**src/rtl/ci_initiator.sv**
```systemverilog
// ---------------------------------------------------------------------------
// ci_initiator
//
// CPU-side initiator for the custom-instruction (CI) interface. One request
// at a time is accepted from the execute stage. The initiator then broadcasts
// start / ciN / operands to the CI responders, waits for the shared done line,
// captures the shared result and hands it back to write-back with the
// destination tag. The CPU is stalled for the whole transaction.
//
// Optional feature macro: CI_TIMEOUT_EN
//   defined   : a WAIT that lasts TIMEOUT_CYCLES without done is aborted and
//               returns rspError=1, rspResult=0, lastLatency=TIMEOUT_CYCLES.
//   undefined : WAIT lasts until done; rspError is always 0.
//
// Ports
//   clock, reset            : clock (rising edge), async active-low reset
//   reqValid/reqReady       : request handshake from execute stage
//   reqCiN/ValueA/ValueB/Tag: request payload
//   ciStart                 : one-cycle start pulse to responders
//   ciN, ciValueA, ciValueB : ID and operands, held for the transaction
//   ciDone, ciResult        : OR-ed responder completion and result
//   rspValid/rspReady       : response handshake to write-back
//   rspResult/Tag/Error     : response payload
//   cpuStall                : high while a transaction is in flight
//   lastLatency             : start-to-done cycles of the last transaction
// ---------------------------------------------------------------------------
module ci_initiator #(
  parameter int         TAG_WIDTH      = 5,
  parameter logic [7:0] IDLE_CI_N      = 8'hFF,
  parameter int         TIMEOUT_CYCLES = 1024
) (
  input  logic                 clock,
  input  logic                 reset,
  input  logic                 reqValid,
  output logic                 reqReady,
  input  logic [7:0]           reqCiN,
  input  logic [31:0]          reqValueA,
  input  logic [31:0]          reqValueB,
  input  logic [TAG_WIDTH-1:0] reqTag,
  output logic                 ciStart,
  output logic [7:0]           ciN,
  output logic [31:0]          ciValueA,
  output logic [31:0]          ciValueB,
  input  logic                 ciDone,
  input  logic [31:0]          ciResult,
  output logic                 rspValid,
  input  logic                 rspReady,
  output logic [31:0]          rspResult,
  output logic [TAG_WIDTH-1:0] rspTag,
  output logic                 rspError,
  output logic                 cpuStall,
  output logic [15:0]          lastLatency
);

  typedef enum logic [1:0] {
    S_IDLE  = 2'd0,
    S_ISSUE = 2'd1,
    S_WAIT  = 2'd2,
    S_RSP   = 2'd3
  } state_e;

`ifdef CI_TIMEOUT_EN
  localparam logic TIMEOUT_EN = 1'b1;
`else
  localparam logic TIMEOUT_EN = 1'b0;
`endif

  localparam logic [15:0] TO_LIM = 16'(TIMEOUT_CYCLES);

  state_e               state_q;
  logic [TAG_WIDTH-1:0] tag_q;
  logic [15:0]          cnt_q;
  logic                 ciStart_q;
  logic [7:0]           ciN_q;
  logic [31:0]          ciValueA_q;
  logic [31:0]          ciValueB_q;
  logic                 rspValid_q;
  logic [31:0]          rspResult_q;
  logic [TAG_WIDTH-1:0] rspTag_q;
  logic                 rspError_q;
  logic [15:0]          lastLatency_q;
  logic                 timeout_s;

  // Saturating +1 used by the latency counter and the captured latency.
  function automatic logic [15:0] sat_inc(input logic [15:0] v);
    if (v == 16'hFFFF) begin
      return v;
    end else begin
      return v + 16'd1;
    end
  endfunction

  // The counter holds k during the k-th WAIT cycle, so reaching the limit
  // means TIMEOUT_CYCLES full WAIT cycles have elapsed.
  assign timeout_s = TIMEOUT_EN & (cnt_q >= TO_LIM);

  // Transaction FSM with all responder and response outputs registered.
  always_ff @(posedge clock or negedge reset) begin
    if (!reset) begin
      state_q       <= S_IDLE;
      tag_q         <= '0;
      cnt_q         <= 16'd0;
      ciStart_q     <= 1'b0;
      ciN_q         <= IDLE_CI_N;
      ciValueA_q    <= 32'd0;
      ciValueB_q    <= 32'd0;
      rspValid_q    <= 1'b0;
      rspResult_q   <= 32'd0;
      rspTag_q      <= '0;
      rspError_q    <= 1'b0;
      lastLatency_q <= 16'd0;
    end else begin
      case (state_q)
        S_IDLE: begin
          // ciDone is deliberately ignored here.
          if (reqValid) begin
            state_q    <= S_ISSUE;
            ciStart_q  <= 1'b1;
            ciN_q      <= reqCiN;
            ciValueA_q <= reqValueA;
            ciValueB_q <= reqValueB;
            tag_q      <= reqTag;
            cnt_q      <= 16'd0;
          end
        end
        S_ISSUE: begin
          ciStart_q <= 1'b0;
          cnt_q     <= 16'd1;
          if (ciDone) begin
            // Combinational responder answered on the start cycle.
            state_q       <= S_RSP;
            rspValid_q    <= 1'b1;
            rspResult_q   <= ciResult;
            rspTag_q      <= tag_q;
            rspError_q    <= 1'b0;
            lastLatency_q <= 16'd1;
            ciN_q         <= IDLE_CI_N;
            ciValueA_q    <= 32'd0;
            ciValueB_q    <= 32'd0;
          end else begin
            state_q <= S_WAIT;
          end
        end
        S_WAIT: begin
          cnt_q <= sat_inc(cnt_q);
          if (ciDone) begin
            // A done in the timeout cycle still counts as normal completion.
            state_q       <= S_RSP;
            rspValid_q    <= 1'b1;
            rspResult_q   <= ciResult;
            rspTag_q      <= tag_q;
            rspError_q    <= 1'b0;
            lastLatency_q <= sat_inc(cnt_q);
            ciN_q         <= IDLE_CI_N;
            ciValueA_q    <= 32'd0;
            ciValueB_q    <= 32'd0;
          end else if (timeout_s) begin
            state_q       <= S_RSP;
            rspValid_q    <= 1'b1;
            rspResult_q   <= 32'd0;
            rspTag_q      <= tag_q;
            rspError_q    <= 1'b1;
            lastLatency_q <= TO_LIM;
            ciN_q         <= IDLE_CI_N;
            ciValueA_q    <= 32'd0;
            ciValueB_q    <= 32'd0;
          end else begin
            state_q <= S_WAIT;
          end
        end
        S_RSP: begin
          // ciDone is ignored; response payload holds until the handshake.
          if (rspReady) begin
            rspValid_q <= 1'b0;
            state_q    <= S_IDLE;
          end
        end
        default: begin
          state_q <= S_IDLE;
        end
      endcase
    end
  end

  assign reqReady    = (state_q == S_IDLE);
  assign cpuStall    = (state_q != S_IDLE);
  assign ciStart     = ciStart_q;
  assign ciN         = ciN_q;
  assign ciValueA    = ciValueA_q;
  assign ciValueB    = ciValueB_q;
  assign rspValid    = rspValid_q;
  assign rspResult   = rspResult_q;
  assign rspTag      = rspTag_q;
  assign rspError    = rspError_q;
  assign lastLatency = lastLatency_q;

endmodule
```
**config.mk**
```make
export PLATFORM = sky130hd
export DESIGN_NAME = ci_initiator
export DESIGN_NICKNAME = d
export VERILOG_FILES = /design/src/rtl/ci_initiator.sv
export SDC_FILE = /design/constraint.sdc
export NUM_CORES = 1
export LEC_CHECK = 0
export CORE_ASPECT_RATIO = 0.9
export CORE_MARGIN = 1.5
export CORE_UTILIZATION = 49
export CTS_BUF_LIST = sky130_fd_sc_hd__clkbuf_8
export DETAILED_ROUTE_END_ITERATION = 10
export PLACE_DENSITY = 0.92
export SLEW_MARGIN = 10
export SYNTH_ARGS = -nofsm -noshare
export SYNTH_HDL_FRONTEND = slang
export SYNTH_SLANG_ARGS = --single-unit
```
**constraint.sdc**
```tcl
create_clock -name clock -period 6.04 [get_ports clock]
set_clock_uncertainty 0.15 [all_clocks]
set_input_delay 0.906 -clock clock [delete_from_list [all_inputs] [get_ports clock]]
set_output_delay 0.906 -clock clock [all_outputs]
set_load 0.1 [all_outputs]
```
==> results.yml <==
drt:
  dr.pass1.iters: 4
  vias_per_cell: 5.461
  wl_met2_um: 8604
  routed_wirelength_um: 17020
  ant_nets: 0
  drt_iter0_drc: 412
  wl_per_cell_um: 19.00
  m1WireLength_um: 6596
  highest_layer: "met4"
  dr_total_vias: 4893
  drc: 0
  route.met3.wl_um: 1325
clocking:
  cts_buffers: 17
  cts_resized: 0
  clock_sinks: 150
  clkSlewWorstSetupHoldPaths_ns: 0.08
  cts_tree: "yes"
  clk_path_buf_depth: 2
  clock_latency_ns: 0.43
  cts_root_buffer: "clkbuf_8"
  htreeDepth: 4
  hold_buffers: 0
  cts_setup_buffers: 0
synth:
  netlist.area_leader.share_pct: 57.47
  synth-simple-area-share_pct: 8.215
  synth_warnings: 0
  synth_seq_cells: 150
  yosysUniqueCellTypes: 50
  yosysSeqAreaShare_pct: 60.87
  synth_area_leader_cell: "dfrtp_1"
  yosys.area_share.adder_pct: 1.214
  yosysMostFrequentCell: "dfrtp_1"
  synth_area_um2: 6183
  synth-async-reset-ratio_pct: 100.0
  syn_inst: 490
  yosys-top-cells-area: "dfrtp_1 57%, a22o_1 9.3%, mux2_2 8.2%"
  synthMuxAreaShare_pct: 8.519
  synth_top_family_by_area: "compound AO/OA/AOI/OAI gates"
  synth-xor-area-share_pct: 1.255
  synth_compound_area_share_pct: 16.90
  synth_fp_nets: 610
  syn_avg_cell_area_um2: 12.62
  synth_flop_cell: "dfrtp_1"
  synth_edf_count: 0
  synth_commonest_cells: "142 x dfrtp_1, 66 x a22o_1, 45 x mux2_2, 41 x nand2_1, 29 x clkbuf_1"
grt:
  grt_pass1_vias: 5074
  grt_use_total_pct: 26.18
  grt_max_degree: 79
  grt_first_pass_wirelength_um: 26240
  antenna_found_initial: 0
  overflow: 0
placed_design:
  hpwl_um: 12420
  pre_cts_ws_ns: 2.394
  io_buffers: 242
  routabilityCongestion: 0.8724
sta:
  hold_viol_final: 0
  slew_viol_final: 0
  worstMarginPinSlew_ns: 1.191
  fin_ws_ns: 2.540
  final.setup.tns_ns: 0
  setup_viol: 0
  finalWorstPathRequiredPeriod_ns: 3.500
  post-route-period-util_pct: 57.94
  rsz0062_at_grt: "false"
  relSlewSlack_pct: 20.33
  timing.fmax_mhz: 285.8
critical_path:
  critPathKind: "reg2out"
  startpoint_type: "register"
  crit_fanout: 6
  crit_required_ns: 4.98
  end_kind: "primary output"
  worstPathArrival_ns: 2.44
floorplan:
  core_area_um2: 12170
  rows: 38
  start_util_pct: 50.80
  dieArea_um2: 13300
  io_pins: 244
  die_w_um: 121.4
  dieHeight_um: 109.6
finish:
  drive_gt1_share_pct: 13.72
  fillers: 747
  synthToLayoutAreaGrowth_pct: 48.16
  num-nets-final: 843
  antenna_cells: 0
run_status:
  outcome: "complete, no violations"
min_path:
  hold_path_class: "in2async"
flow_run:
  drv_cap: 0
-- cell families (layout without fill, tap and decap cells) --
group / after synthesis / count (layout)
and+or+nand+nor: 97 / 97
adders and majority gates: 6 / 6
xor gates and xnor gates: 8 / 8
buffers and inverters: 45 / 291
DFF: 150 / 150
AOI/OAI and AO/OA: 136 / 136
muxes: 47 / 47
other: 1 / 1
-- sequential cells by signal, summed over array words and instances (netlist names) --
| register | count |
|---|---|
| ciN | 8 |
| ciStart | 1 |
| ciValueA | 32 |
| ciValueB | 32 |
| cnt_q | 16 |
| lastLatency | 16 |
| rspResult | 32 |
| rspTag | 5 |
| rspValid | 1 |
| state_q | 2 |
| tag_q | 5 |
-- worst paths after layout --
path                                 from              to  slack (ns)  cells past startpoint
min                                 reset  lastLatency[1]        0.33                      1
max in group asynchronous           reset      state_q[1]        4.04                      2
min reg2reg                lastLatency[9]  lastLatency[9]        0.33                      2
min in group clock         lastLatency[9]  lastLatency[9]        0.33                      2
max reg2reg                    state_q[0]    ciValueA[30]        2.86                      7
max                            state_q[0]        cpuStall        2.54                      4
-- critical path: stages (launching register included) --
cell and delay (ns):
dfrtp_1 0.42, inv_1 0.08, ha_1 0.27, inv_1 0.09
clkdlybuf4s50_1 1.15
-- stage by stage --
stage | area [µm²] | utilization [%] | hold slack [ns] | std cells
after floorplan | 6183 | - | 0.3250 | 490
after global placement | 8712 | 71.58 | 0.3108 | 864
after detailed placement | 8712 | 71.58 | 0.3251 | 864
after CTS | 9158 | 75.24 | 0.3363 | 896
after global routing | 9161 | 75.27 | 0.3514 | 896
final | 9161 | 75.27 | 0.3273 | 896
-- cell type report --
cell class	instances	area (µm²)	area share, %
inverter	13	48.80	0.5326
clock inverter	11	156.4	1.707
sequential	150	3764	41.08
multi-input combinational	295	2250	24.56
tap	160	200.2	2.185
timing repair buffer	246	2454	26.78
clock buffer	21	289.0	3.155
-- cell usage in the layout, fill, tap and decap left out, types with 5 or more instances in the layout --
cell / synthesis / layout
nor4_1: 8 / 8
nor2_1: 12 / 11
a22o_1: 66 / 66
xnor2_1: 6 / 6
dfrtp_1: 142 / 142
dfstp_2: 8 / 8
clkdlybuf4s50_1: 0 / 241
nand2_1: 41 / 40
clkbuf_8: 0 / 21
inv_1: 13 / 16
nand3_1: 6 / 6
mux2_2: 45 / 45
ha_1: 6 / 6
o31ai_1: 5 / 5
a21oi_1: 18 / 18
nand4_1: 7 / 7
o22a_1: 8 / 8
o21ai_0: 15 / 15
-- metal layers --
| layer | global-route usage (%) | up-vias |
|---|---|---|
| met5 | 0 | - |
| met4 | 10.42 | 0 |
| met3 | 9.595 | 34 |
| met2 | 44.35 | 204 |
| met1 | 30.45 | 2387 |
| li1 | - | 2268 |
Power is not shown: default switching activity piles up to over one toggle a cycle in this logic, so the estimate is an artifact.
